===== src/rtl/onehot_led_sequencer.sv =====
// One-hot LED sequencer: a registered position index stepped by a prescaled
// tick in static, rotate-up, rotate-down or bounce mode. The one-hot vector q
// is registered alongside idx so the LED pins never see decode glitches.
module onehot_led_sequencer #(
  parameter int unsigned N     = 8,
  parameter int unsigned SEL_W = 3,
  parameter int unsigned DIV   = 5000000,
  parameter int unsigned DIV_W = 23
) (
  input  logic             clk,
  input  logic             rst_n,
  input  logic             en,
  input  logic [1:0]       mode,
  input  logic             load,
  input  logic [SEL_W-1:0] load_idx,
  output logic [N-1:0]     q,
  output logic [SEL_W-1:0] idx,
  output logic             dir,
  output logic             step
);

  // Reject illegal parameter combinations at elaboration.
  if (N < 2 || N > 256) begin : g_bad_n
    $error("onehot_led_sequencer: N must be in 2..256");
  end
  if (SEL_W != $clog2(N)) begin : g_bad_sel_w
    $error("onehot_led_sequencer: SEL_W must equal clog2(N)");
  end
  if (DIV < 1 || longint'(DIV) > (longint'(1) << DIV_W)) begin : g_bad_div
    $error("onehot_led_sequencer: DIV must be in 1..2**DIV_W");
  end

  localparam logic [DIV_W-1:0] DivLast = DIV_W'(DIV - 1);
  localparam logic [SEL_W-1:0] IdxMax  = SEL_W'(N - 1);
  localparam logic [SEL_W-1:0] IdxMaxM1 = SEL_W'(N - 2);
  // One bit wider than the index so N itself is representable (N=256).
  localparam logic [SEL_W:0]   NFull   = (SEL_W + 1)'(N);

  typedef enum logic [1:0] {
    ModeStatic = 2'b00,
    ModeUp     = 2'b01,
    ModeDown   = 2'b10,
    ModeBounce = 2'b11
  } mode_e;

  logic [DIV_W-1:0] cnt_q, cnt_d;
  logic [SEL_W-1:0] idx_q, idx_d;
  logic [N-1:0]     q_q, q_d;
  logic             dir_q, dir_d;
  logic             step_q, step_d;
  logic             tick;
  mode_e            mode_sel;

  assign mode_sel = mode_e'(mode);

  // State registers; q is registered with idx rather than decoded from it.
  always_ff @(posedge clk or negedge rst_n) begin
    if (!rst_n) begin
      cnt_q  <= '0;
      idx_q  <= '0;
      q_q    <= N'(1);
      dir_q  <= 1'b0;
      step_q <= 1'b0;
    end else begin
      cnt_q  <= cnt_d;
      idx_q  <= idx_d;
      q_q    <= q_d;
      dir_q  <= dir_d;
      step_q <= step_d;
    end
  end

  // Next state: load beats tick beats hold; mode only matters on a tick.
  always_comb begin
    cnt_d = cnt_q;
    idx_d = idx_q;
    dir_d = dir_q;
    tick  = 1'b0;

    if (load) begin
      cnt_d = '0;
      dir_d = 1'b0;
      if ({1'b0, load_idx} >= NFull) begin
        idx_d = IdxMax;
      end else begin
        idx_d = load_idx;
      end
    end else if (en) begin
      if (cnt_q == DivLast) begin
        cnt_d = '0;
        tick  = 1'b1;
      end else begin
        cnt_d = cnt_q + DIV_W'(1);
      end

      if (tick) begin
        unique case (mode_sel)
          ModeStatic: ;
          ModeUp: begin
            dir_d = 1'b0;
            idx_d = (idx_q == IdxMax) ? '0 : idx_q + SEL_W'(1);
          end
          ModeDown: begin
            dir_d = 1'b1;
            idx_d = (idx_q == '0) ? IdxMax : idx_q - SEL_W'(1);
          end
          ModeBounce: begin
            // Turn around on the endpoint so it is lit for one tick only.
            if (!dir_q) begin
              if (idx_q == IdxMax) begin
                dir_d = 1'b1;
                idx_d = IdxMaxM1;
              end else begin
                idx_d = idx_q + SEL_W'(1);
              end
            end else begin
              if (idx_q == '0) begin
                dir_d = 1'b0;
                idx_d = SEL_W'(1);
              end else begin
                idx_d = idx_q - SEL_W'(1);
              end
            end
          end
          default: ;
        endcase
      end
    end

    q_d    = N'(1) << idx_d;
    step_d = tick;
  end

  assign q    = q_q;
  assign idx  = idx_q;
  assign dir  = dir_q;
  assign step = step_q;

endmodule


===== config.mk =====
export PLATFORM = sky130hd
export DESIGN_NAME = onehot_led_sequencer
export DESIGN_NICKNAME = d
export VERILOG_FILES = /design/src/rtl/onehot_led_sequencer.sv
export SDC_FILE = /design/constraint.sdc
export NUM_CORES = 1
export LEC_CHECK = 0
export ABC_AREA = 1
export CORE_AREA = 2 2 71 73
export CTS_CLUSTER_DIAMETER = 200
export DETAILED_ROUTE_END_ITERATION = 10
export DIE_AREA = 0 0 73 75
export GPL_TIMING_DRIVEN = 0
export PLACE_DENSITY = 0.69
export SYNTH_ARGS = -nofsm -noshare
export SYNTH_HDL_FRONTEND = slang
export SYNTH_SLANG_ARGS = --single-unit
export TNS_END_PERCENT = 1

===== constraint.sdc =====
create_clock -name clk -period 2.1 [get_ports clk]
set_input_delay 0.21 -clock clk [delete_from_list [all_inputs] [get_ports clk]]
set_output_delay 0.21 -clock clk [all_outputs]
set_load 0.03 [all_outputs]

==> run_summary.xml <==
<?xml version="1.0" encoding="UTF-8"?>
<metrics>
  <group name="drt">
    <metric name="via_per_inst" unit="">4.98</metric>
    <metric name="wirelength" unit="um">4610</metric>
    <metric name="first_iter_violations" unit="">72</metric>
    <metric name="detailedRoute.firstPassIterationCount" unit="">4</metric>
    <metric name="detail_route.drc_violations" unit="">0</metric>
    <metric name="via_count" unit="">1889</metric>
    <metric name="post_drt_antenna_nets" unit="">0</metric>
    <metric name="routedWlPerCell" unit="um">12.2</metric>
  </group>
  <group name="power_and_ir_drop">
    <metric name="irDropWorstVdd" unit="V">0.000358</metric>
    <metric name="power-per-cell-area" unit="nW/um^2">610</metric>
    <metric name="cellLeakagePower" unit="nW">1.27</metric>
    <metric name="report.power.total" unit="mW">1.61</metric>
  </group>
  <group name="cells_and_area">
    <metric name="share_of_post_route_cells_with_drive_strength_above_1" unit="%">14.8</metric>
    <metric name="fill_cells" unit="">439</metric>
    <metric name="syn_to_final_growth" unit="%">16.9</metric>
    <metric name="layout.cell_area.non_filler" unit="um^2">2630</metric>
    <metric name="finish.net_count" unit="">344</metric>
    <metric name="diodes" unit="">0</metric>
  </group>
  <group name="worst_setup_path">
    <metric name="regToRegSetupSlack" unit="ns">0.22</metric>
    <metric name="ff2ff_path_depth" unit="">12</metric>
    <metric name="critical_path.startpoint" unit="">idx[0]</metric>
    <metric name="worst_setup_path_start_kind" unit="">register</metric>
    <metric name="worst-path-max-fanout" unit="">5</metric>
    <metric name="crit-reg2reg-capture" unit="">q[4]</metric>
    <metric name="critical_path_required" unit="ns">2.31</metric>
    <metric name="worstPathArrival" unit="ns">2.10</metric>
    <metric name="crit_end" unit="">q[4]</metric>
    <metric name="setup.worst_path.end_class" unit="">register</metric>
    <metric name="r2r-start" unit="">idx[0]</metric>
    <metric name="crit_type" unit="">reg -&gt; reg</metric>
  </group>
  <group name="timing">
    <metric name="timing.final.max_slew_violations" unit="">0</metric>
    <metric name="max-slew-margin-rel" unit="%">47.4</metric>
    <metric name="setup-tns-final" unit="ns">0</metric>
    <metric name="fmaxAchievable" unit="MHz">531</metric>
    <metric name="fin_crit" unit="ns">1.88</metric>
    <metric name="post-route-worst-setup-slack" unit="ns">0.217</metric>
    <metric name="max_slew.worst_pin.slew" unit="ns">0.789</metric>
    <metric name="grt_setup_unrepaired" unit="">no</metric>
    <metric name="fin_crit_sh" unit="%">89.7</metric>
    <metric name="final-setup-viol-count" unit="">0</metric>
    <metric name="clock_skew" unit="ns">0.00691</metric>
    <metric name="finalHoldViolations" unit="">0</metric>
  </group>
  <group name="flow_run">
    <metric name="maxCapViolCount" unit="">0</metric>
  </group>
  <group name="clocking">
    <metric name="clk_pin_slew" unit="ns">0.07</metric>
    <metric name="ctsHoldBuffers" unit="">0</metric>
    <metric name="cts_setup_buffers" unit="">0</metric>
    <metric name="cts_made_buffers" unit="">5</metric>
    <metric name="root_buffer" unit="">clkbuf_8</metric>
    <metric name="clock_tree.htree_level_count" unit="">2</metric>
    <metric name="clkLatencyLatePin" unit="ns">0.28</metric>
    <metric name="tritoncts" unit="">done</metric>
    <metric name="clk_path_buf_depth" unit="">2</metric>
    <metric name="cts_num_sinks" unit="">36</metric>
    <metric name="postCtsResizedCells" unit="">0</metric>
  </group>
  <group name="status">
    <metric name="outcome" unit="">finished clean</metric>
  </group>
  <group name="die">
    <metric name="initial_standard_cell_utilization_of_the_core" unit="%">48.3</metric>
    <metric name="row_cnt" unit="">25</metric>
    <metric name="full_die_area" unit="um^2">5480</metric>
    <metric name="io_pins" unit="">22</metric>
    <metric name="core" unit="um^2">4660</metric>
    <metric name="die_y" unit="um">75</metric>
    <metric name="die-width" unit="um">73</metric>
  </group>
  <group name="yosys">
    <metric name="synth.yosys.seq_area_share" unit="%">40.1</metric>
    <metric name="netlist_instances" unit="">296</metric>
    <metric name="avgSynthCellArea" unit="um^2">7.60</metric>
    <metric name="postSynthRegisterBits" unit="">36</metric>
    <metric name="netlist_area" unit="um^2">2250</metric>
    <metric name="yosys.cell_types.count" unit="">31</metric>
    <metric name="yosysWarningCount" unit="">0</metric>
    <metric name="postSynthNetCount" unit="">316</metric>
  </group>
  <group name="placement">
    <metric name="placed_cell_area" unit="um^2">2520</metric>
    <metric name="gpl.final_weighted_congestion" unit="">0.844</metric>
    <metric name="portBuffers" unit="">21</metric>
    <metric name="preCtsSetupSlack" unit="ns">0.156</metric>
    <metric name="hpwlAfterDp" unit="um">3540</metric>
  </group>
  <group name="global_route">
    <metric name="antenna_violations_before_repair" unit="">0</metric>
    <metric name="grt_usage" unit="%">18.9</metric>
    <metric name="grt_pass1_vias" unit="">1788</metric>
    <metric name="grt_start_max_net_pins" unit="">37</metric>
    <metric name="grt_first_pass_wirelength" unit="um">7960</metric>
    <metric name="grt-ovfl-total" unit="">0</metric>
  </group>
  <group name="min_path">
    <metric name="worstHoldPathType" unit="">in -&gt; async</metric>
  </group>
</metrics>
cell usage in the layout (no fill, tap or decap):
cell type        Yosys  routed
nand2_4              1       1
o21ai_0              7       7
ha_1                11      11
nand4_1              6       6
dfrtp_1             35      35
xnor2_1              2       2
o2111ai_1            1       1
dfstp_2              1       1
clkinv_1             2       2
nand2_2              8       8
inv_1               37      37
nor2_4               5       5
o22ai_1              3       3
clkdlybuf4s50_1      0      20
buf_2                1       2
or2_2                1       1
a22o_1               1       1
o211ai_1             1       1
clkinv_2             0       1
o21ai_4              1       1
inv_2                9       9
nor2_2               9       9
nand2_1             64      64
o21a_1               2       2
xor2_1               7       7
or2_0                1       1
buf_4                1       1
a21oi_1             12      12
nor3_1               9       9
clkbuf_8             0       5
nand3_2              3       3
a211oi_1             1       1
nor2_1              39      39
bufinv_16            0       1
nand3_1             15      15
clkbuf_1             0       1
critical path: stages, from the launching register on:
cell and delay, ns:
dfrtp_1 0.43, inv_1 0.09, ha_1 0.23, ha_1 0.21
inv_1 0.08, nand3_1 0.07, nand2_1 0.06, nand3_1 0.12
nor2_4 0.17, nor2_1 0.07, nor2_2 0.11, nand2_1 0.08
nor2_1 0.10
cell type report:
class | instances | area, um^2 | share of cell area, %
buffer | 2 | 12.5 | 0.476
clock buffer | 6 | 72.6 | 2.76
clock inverter | 2 | 35.0 | 1.33
inverter | 48 | 180 | 6.85
multi-input combinational | 210 | 1150 | 43.9
sequential | 36 | 902 | 34.3
tap | 54 | 67.6 | 2.57
timing repair buffer | 21 | 205 | 7.80
cells in the mapped netlist:
cell       count  area, um^2
o211ai_1       1        7.51
o22ai_1        3        18.8
ha_1          11         138
xnor2_1        2        17.5
nand3_1       15        75.1
o2111ai_1      1        8.76
nand3_2        3        30.0
o21ai_4        1        16.3
buf_4          1        7.51
dfstp_2        1        26.3
inv_1         37         139
dfrtp_1       35         876
a21oi_1       12        60.1
nor2_4         5        56.3
or2_0          1        6.26
nor2_1        39         146
nor3_1         9        45.0
xor2_1         7        61.3
nand2_4        1        11.3
inv_2          9        33.8
nand2_2        8        50.1
o21ai_0        7        35.0
nand2_1       64         240
a22o_1         1        8.76
nor2_2         9        56.3
a211oi_1       1        7.51
nand4_1        6        37.5
buf_2          1        5.00
or2_2          1        6.26
clkinv_1       2        7.51
o21a_1         2        15.0
sequential cells by signal, summed over array words and instances (netlist names):
signal  count
cnt_q      23
q           8
idx         3
dir         1
step        1
per-stage QoR:
step | util [%] | std cells | hold WS [ns]
finish | 56.4 | 379 | 0.00758
detailed placement | 54.1 | 371 | 0.346
global placement | 54.2 | 371 | 0.492
CTS | 56.4 | 379 | 0.0388
global route | 56.4 | 379 | 0.0876
floorplan | - | 296 | -0.0856
cells by family (layout without fill, tap and decap cells):
| kind of cell | after synthesis | after routing | share of synthesized area [%] |
|---|---|---|---|
| simple gates | 161 | 161 | 33.8 |
| compound gates | 29 | 29 | 7.90 |
| fa+ha+maj | 11 | 11 | 6.12 |
| flops | 36 | 36 | 40.1 |
| xor+xnor | 9 | 9 | 3.50 |
| buf+inv | 50 | 79 | 8.56 |
where the power goes:
group	total (mW)	internal [mW]	switching, mW
Clock	0.595	0.352	0.243
Sequential	0.755	0.727	0.0271
Combinational	0.256	0.0970	0.159
Total	1.61	1.18	0.429
how the worst min path moves through the flow:
stage,cells past startpoint,end
after floorplan,0,cnt_q[0]
after global placement,1,cnt_q[0]
after detailed placement,1,cnt_q[10]
after CTS,1,cnt_q[3]
after global routing,1,cnt_q[5]
final,1,cnt_q[10]
per-layer routing:
metal	global-route usage, %	wire length, um	up-vias
met2	31.3	2200	28
met1	26.2	2240	870
met4	4.32	47	0
met5	0	0	-
met3	2.81	122	6
li1	-	-	985
(Power assumes the default switching activity.)
